**src/rtl/edge_pulse_pkg.sv**
```systemverilog
// Shared definitions for the debounced edge pulser: edge-select modes and
// the debounce counter sizing helper.
package edge_pulse_pkg;

  typedef enum logic [1:0] {
    EDGE_OFF  = 2'b00,
    EDGE_RISE = 2'b01,
    EDGE_FALL = 2'b10,
    EDGE_BOTH = 2'b11
  } edge_mode_e;

  // Width needed to count 0..cycles-1, never narrower than one bit.
  function automatic int unsigned cnt_width(input int unsigned cycles);
    int unsigned w;
    w = int'($clog2(cycles));
    return (w < 1) ? 1 : w;
  endfunction

endpackage

```
**src/rtl/debounce_channel.sv**
```systemverilog
// One input channel: 2-flop synchronizer, debounce counter, accepted level,
// direction-qualified event pulse and sticky event flag.
module debounce_channel
  import edge_pulse_pkg::*;
#(
  parameter int unsigned DEBOUNCE_CYCLES = 16,
  parameter logic        RESET_LEVEL     = 1'b1
) (
  input  logic       clk,
  input  logic       rst,
  input  logic       inp,
  input  logic [1:0] mode,
  input  logic       clear,
  output logic       level_out,
  output logic       pulse_out,
  output logic       event_flag
);

  localparam int unsigned    CNT_W   = cnt_width(DEBOUNCE_CYCLES);
  localparam logic [CNT_W-1:0] CNT_MAX = CNT_W'(DEBOUNCE_CYCLES - 1);

  logic             sync1;
  logic             sync2;
  logic             level;
  logic             level_nxt;
  logic [CNT_W-1:0] count;
  logic [CNT_W-1:0] count_nxt;
  logic             edge_evt;
  logic             fire;
  logic             pulse;
  logic             flag;
  edge_mode_e       edge_mode;

  assign edge_mode = edge_mode_e'(mode);

  // Any sample matching the accepted level restarts the qualification run.
  always_comb begin
    count_nxt = '0;
    level_nxt = level;
    edge_evt  = 1'b0;
    if (sync2 != level) begin
      if (count == CNT_MAX) begin
        level_nxt = sync2;
        edge_evt  = 1'b1;
      end else begin
        count_nxt = count + CNT_W'(1);
      end
    end
  end

  // On an accepted change, sync2 is the new level and gives the direction.
  always_comb begin
    fire = 1'b0;
    if (edge_evt) begin
      case (edge_mode)
        EDGE_RISE: fire = sync2;
        EDGE_FALL: fire = ~sync2;
        EDGE_BOTH: fire = 1'b1;
        default:   fire = 1'b0;
      endcase
    end
  end

  always_ff @(posedge clk or posedge rst) begin
    if (rst) begin
      sync1 <= RESET_LEVEL;
      sync2 <= RESET_LEVEL;
      level <= RESET_LEVEL;
      count <= '0;
      pulse <= 1'b0;
      flag  <= 1'b0;
    end else begin
      sync1 <= inp;
      sync2 <= sync1;
      level <= level_nxt;
      count <= count_nxt;
      pulse <= fire;
      // A new event wins over a same-cycle clear so it is never lost.
      flag  <= fire | (flag & ~clear);
    end
  end

  assign level_out  = level;
  assign pulse_out  = pulse;
  assign event_flag = flag;

endmodule

```
**src/rtl/debounced_edge_pulser.sv**
```systemverilog
// Multi-channel button/switch conditioner: independent debounce channels plus
// a combined "any event pending" indication.
module debounced_edge_pulser
  import edge_pulse_pkg::*;
#(
  parameter int unsigned CHANNELS        = 4,
  parameter int unsigned DEBOUNCE_CYCLES = 16,
  parameter logic        RESET_LEVEL     = 1'b1
) (
  input  logic                  clk,
  input  logic                  rst,
  input  logic [CHANNELS-1:0]   inp,
  input  logic [2*CHANNELS-1:0] mode,
  input  logic [CHANNELS-1:0]   clear,
  output logic [CHANNELS-1:0]   level_out,
  output logic [CHANNELS-1:0]   pulse_out,
  output logic [CHANNELS-1:0]   event_flags,
  output logic                  any_event
);

  for (genvar g = 0; g < CHANNELS; g++) begin : g_ch
    debounce_channel #(
      .DEBOUNCE_CYCLES(DEBOUNCE_CYCLES),
      .RESET_LEVEL    (RESET_LEVEL)
    ) u_ch (
      .clk       (clk),
      .rst       (rst),
      .inp       (inp[g]),
      .mode      (mode[2*g +: 2]),
      .clear     (clear[g]),
      .level_out (level_out[g]),
      .pulse_out (pulse_out[g]),
      .event_flag(event_flags[g])
    );
  end

  assign any_event = |event_flags;

endmodule

```
**config.mk**
```make
export PLATFORM = sky130hd
export DESIGN_NAME = debounced_edge_pulser
export DESIGN_NICKNAME = d
export VERILOG_FILES = /design/src/rtl/edge_pulse_pkg.sv /design/src/rtl/debounce_channel.sv /design/src/rtl/debounced_edge_pulser.sv
export SDC_FILE = /design/constraint.sdc
export NUM_CORES = 1
export LEC_CHECK = 0
export CELL_PAD_IN_SITES_DETAIL_PLACEMENT = 2
export CELL_PAD_IN_SITES_GLOBAL_PLACEMENT = 2
export CORE_MARGIN = 10
export CORE_UTILIZATION = 33
export CTS_CLUSTER_DIAMETER = 120
export DETAILED_ROUTE_END_ITERATION = 7
export PLACE_DENSITY_LB_ADDON = 0.1
export SETUP_SLACK_MARGIN = 0.15
export SYNTH_ARGS = -nofsm -noshare
export SYNTH_HDL_FRONTEND = slang
export SYNTH_SLANG_ARGS = --single-unit
```
**constraint.sdc**
```tcl
create_clock -name clk -period 1.6 [get_ports clk]
set_input_delay 0.24 -clock clk [delete_from_list [all_inputs] [get_ports clk]]
set_output_delay 0.24 -clock clk [all_outputs]
set_load 0.005 [all_outputs]
```
Word level (Yosys, flattened, before mapping)
Cells that the tools add are included.
- bits in registers: 36
- input port bits: 18
- reduce and logical (&&, ||, !) cells: 5
- multiplexer cells: 24
- equal/unequal tests: 20
- bitwise logic cells: 16
- add/sub/neg operators: 4
- operator list (operator ; count):
    $mux 4 ; 8
    $add 4x1->4 const B ; 4
    $eq 2x2->1 const B ; 8
    $eq 4x4->1 const B ; 4
    $mux 1 ; 12
    $pmux 1 s3 ; 4
    $eq 2x1->1 const B ; 4
    $not 1->1 ; 8
    $reduce_and 2->1 ; 4
    $and 1x1->1 ; 4
    $ne 1x1->1 ; 4
    $or 1x1->1 ; 4
    $reduce_or 4->1 ; 1

Depth between registers and ports, before layout
- depth after elaboration: 5
- gate-level depth with buffers: 4

Cells and area by module
A second synthesis with hierarchy kept.
- cells, all modules: 113
- area, all modules: 1498.9 sq um
- modules (own cells, without submodules) (module ; area an instance (sq um) ; times used ; cells an instance):
    debounce_channel ; 372.9 ; 4 ; 28
    debounced_edge_pulser ; 7.5 ; 1 ; 1

Worst setup path after synthesis
No wires, ideal clock.
- kind: flip-flop to flip-flop
- start: register g_ch[3].u_ch.count[0]
- end: register g_ch[3].u_ch.level
- data arrival time: 1.057 ns
- clock period less this slack: 1.139 ns
- buffers on the path: 0
- library setup time: 0.082 ns
- data required time: 1.518 ns
- stages on the path, launching flop included: 4
- slack: 0.461 ns
- cells stage by stage: dfrtp_1 -> ha_1 -> nand3_1 -> mux2_2
- longest elaborated chain between the ends: 2
- ends and longest elaborated chain (item ; RTL line ; text):
    start, declared ; debounce_channel.sv:26 ; logic [CNT_W-1:0] count;
    start signal, assigned ; debounce_channel.sv:76 ; count <= count_nxt;
    $eq 4x4->1 ; debounce_channel.sv:42 ; if (count == CNT_MAX) begin
    $reduce_and 2->1 (no source line) ; -- ;
    end signal, assigned ; debounce_channel.sv:75 ; level <= level_nxt;
    end, declared ; debounce_channel.sv:24 ; logic level;
No other way between the ends.
A chain may end at the register's enable or synchronous reset.

Worst setup path in the final report
- start: register g_ch[3].u_ch.flag
- end: output port any_event
- longest elaborated chain between the ends: 1
- ends and longest elaborated chain (item ; RTL line ; text):
    start, declared ; debounce_channel.sv:31 ; logic flag;
    start signal, assigned ; debounce_channel.sv:79 ; flag <= fire | (flag & ~clear);
    $reduce_or 4->1 ; debounced_edge_pulser.sv:37 ; assign any_event = |event_flags;
    end, declared ; debounced_edge_pulser.sv:18 ; output logic any_event
No other way between the ends.

==> results.toml <==
[run_status]
status = "complete, no violations"

[logic_synthesis]
ys.flop_type = "dfrtp_1"
synth_commonest_cells = "dfrtp_1, a21oi_1, buf_4, dfstp_2, inv_1"
ys_seq_area_share_pct = 60.6
yosysMostFrequentCell = "dfrtp_1"
synth-async-reset-ratio_pct = 100
yosysTopAreaCell = "dfrtp_1"
syn_avg_cell_area_sq_um = 12.4
ys_ff_latch = 36
synthesis.nets = 144
netlist_instances = 122
synthDistinctLibCells = 19
netlist_area_sq_mm = 0.00151
ys_warn_count = 0
yosys-top-cells-area = "dfrtp_1, dfstp_2, buf_4"
synth_top_cell_area_share_pct = 39.7
synth_edf_count = 0

[cells_and_area]
layout.nets = 176
fill_cells = 454
antenna_cells = 0
register_area_sq_um = 916
syn_to_final_growth_pct = 28.5
final_util_pct = 44.3
drive_gt1_share_pct = 21.9
multi_input_area_sq_um = 475
layout.cells.non_filler = 207

[route]
routed_wl_mm = 3.39
drt_first_pass_iters = 4
avgRoutedWirePerCell_microns = 16.4
num_vias = 1000
viasPerCell = 4.83
drc = 0
first_iter_violations = 31
ant_nets = 0

[timing]
drv_slew = 0
relSlewSlack_pct = 73.7
final-hold-violation-count = 0
post-route-min-period_ns = 1.59
worstMarginPinSlew_ns = 0.392
skew_ns = 0.00353
fin_hold_ws_ns = 0.306
setup_viol = 0
rsz0062_at_grt = "true"
fmax_mhz = 630
tns_ns = 0
final.period_utilization_pct = 99.1

[setup_path]
arrival_ns = 1.35
crit_type = "flip-flop to output pin"
endpoint_kind = "output pin"
r2r_cells = 3
worstReg2RegStart = "g_ch[0].u_ch.count[0]"
r2r-end = "g_ch[0].u_ch.level_out"
crit_fanout = 2
endpoint = "any_event"
crit_start = "g_ch[3].u_ch.event_flag"
startpoint_type = "flip-flop"
worstPathRequired_ns = 1.36
r2r_slack_ns = 0.35

[floorplan]
fp.coreArea_sq_mm = 0.00438
die_w_microns = 87.7
die_area_sq_mm = 0.00769
io_pins = 31
die_y_microns = 87.7
rows = 24
start_util_pct = 34.5

[power_and_ir_drop]
power_density_mw_per_mm2 = 916
power_leakage_nw = 0.892
ir_drop_mv = 0.352

[clock_tree]
cts_buffer_depth = 2
htreeDepth = 2
hold_buffers = 0
clock-sinks = 36
root_buffer = "clkbuf_8"
numCtsBuffers = 5
path_clk_slew_ns = 0.07
clock_latency_ns = 0.28
cts_tree = "done"

[placement]
placed_cells = 196
place_congestion = 0.664
hpwlAfterDp_mm = 2.52
io_buffers = 30

[global_route]
grt_util_all_layers_pct = 9.37
grt_max_degree = 37
grt_pass1_vias = 1084
grt_pass1_wl_mm = 5.51
overflow = 0
grt_antenna_before_repair = 0

[min_path]
hp-class = "primary input to async pin"

[job]
cap_viol_max_count = 0
## worst min-delay path by stage
stage | startpoint | to | slack [ns] | cells after the start
floorplan | inp[0] | g_ch[0].u_ch.sync1 | 0.24 | 0
finish | rst | g_ch[1].u_ch.count[0] | 0.31 | 3
CTS | rst | g_ch[1].u_ch.count[0] | 0.31 | 3
detailed placement | g_ch[0].u_ch.sync1 | g_ch[0].u_ch.sync2 | 0.35 | 0
global route | rst | g_ch[3].u_ch.pulse_out | 0.34 | 3
global placement | g_ch[3].u_ch.sync1 | g_ch[3].u_ch.sync2 | 0.35 | 0
## critical path, stage by stage, from the launching register on
cell	delay (ns)
dfrtp_1	0.39
or4_4	0.54
buf_6	0.13
## registers in the layout (all words and copies together) (netlist names)
name / count
g_ch.u_ch.pulse_out: 4
g_ch.u_ch.sync1: 4
g_ch.u_ch.sync2: 4
g_ch.u_ch.level_out: 4
g_ch.u_ch.count: 16
g_ch.u_ch.event_flag: 4
## through the flow
| stage | total power, W | setup WS, ns | cell area (sq um) |
|---|---|---|---|
| detailed placement | 0.00114 | 0.00545 | 1830 |
| floorplan | 0.00106 | 0.461 | 1510 |
| global route | 0.00189 | -0.0451 | 1940 |
| CTS | 0.00182 | 0.00860 | 1910 |
| finish | 0.00178 | 0.0138 | 1940 |
| global placement | 0.00113 | 0.00882 | 1830 |
## logic make-up (layout without fill, tap and decap cells)
logic type | Yosys count | in the layout | share of synthesized area, %
muxes | 4 | 4 | 2.98
DFF | 36 | 36 | 60.6
AOI/OAI and AO/OA | 21 | 21 | 7.86
and+or+nand+nor | 28 | 28 | 12.4
buffers and inverters | 21 | 54 | 8.20
xor gates and xnor gates | 8 | 8 | 4.64
adders and majority gates | 4 | 4 | 3.31
## layout make-up
type	count	area share, %
multi-input cells	65	24.5
clock buffers	6	4.25
repair buffers	37	18.5
inverters	9	1.74
flip-flops and latches	36	47.2
clock inverters	2	0.515
well taps	52	3.35
## power by group
group          leakage (nW)  total [W]  switching, W  internal [W]
sequential            0.450   0.000987     0.0000326      0.000954
clock                0.0510   0.000659      0.000316      0.000343
combinational         0.391   0.000133     0.0000557     0.0000773
total                 0.892    0.00178      0.000404       0.00137
## routing by layer
layer	global-route usage, %	part of all wire [%]
met4	4.35	2.6
met3	4.55	7.1
met2	15.5	51
met1	9.86	40
met5	0	0
## cell usage in the layout (no fill, tap or decap), types with 2 or more instances in the layout
cell type        Yosys  layout
dfrtp_1             24      24
clkdlybuf4s50_1      0      21
a21oi_1             12      12
dfstp_2             12      12
inv_1                9       9
xnor2_1              8       8
nand3b_1             8       8
clkbuf_8             0       6
dlygate4sd2_1        0       6
buf_4               12       6
nor2_1               4       4
nand3_1              4       4
a21o_1               4       4
nand4b_1             4       4
o21ai_0              4       4
mux2_2               4       4
ha_1                 4       4
nor2b_1              3       3
nor3b_1              3       3
clkinv_2             0       2
clkdlybuf4s15_1      0       2
## repair_timing
item / 4_1_cts / 5_1_grt
endpoints found under the setup margin: 9 / 1
gates resized for setup: 12 / 4
cloned: 0 / 0
pin swaps: 0 / 1
buffers inserted: 1 / 2
Power figures use the tool's default switching activity.
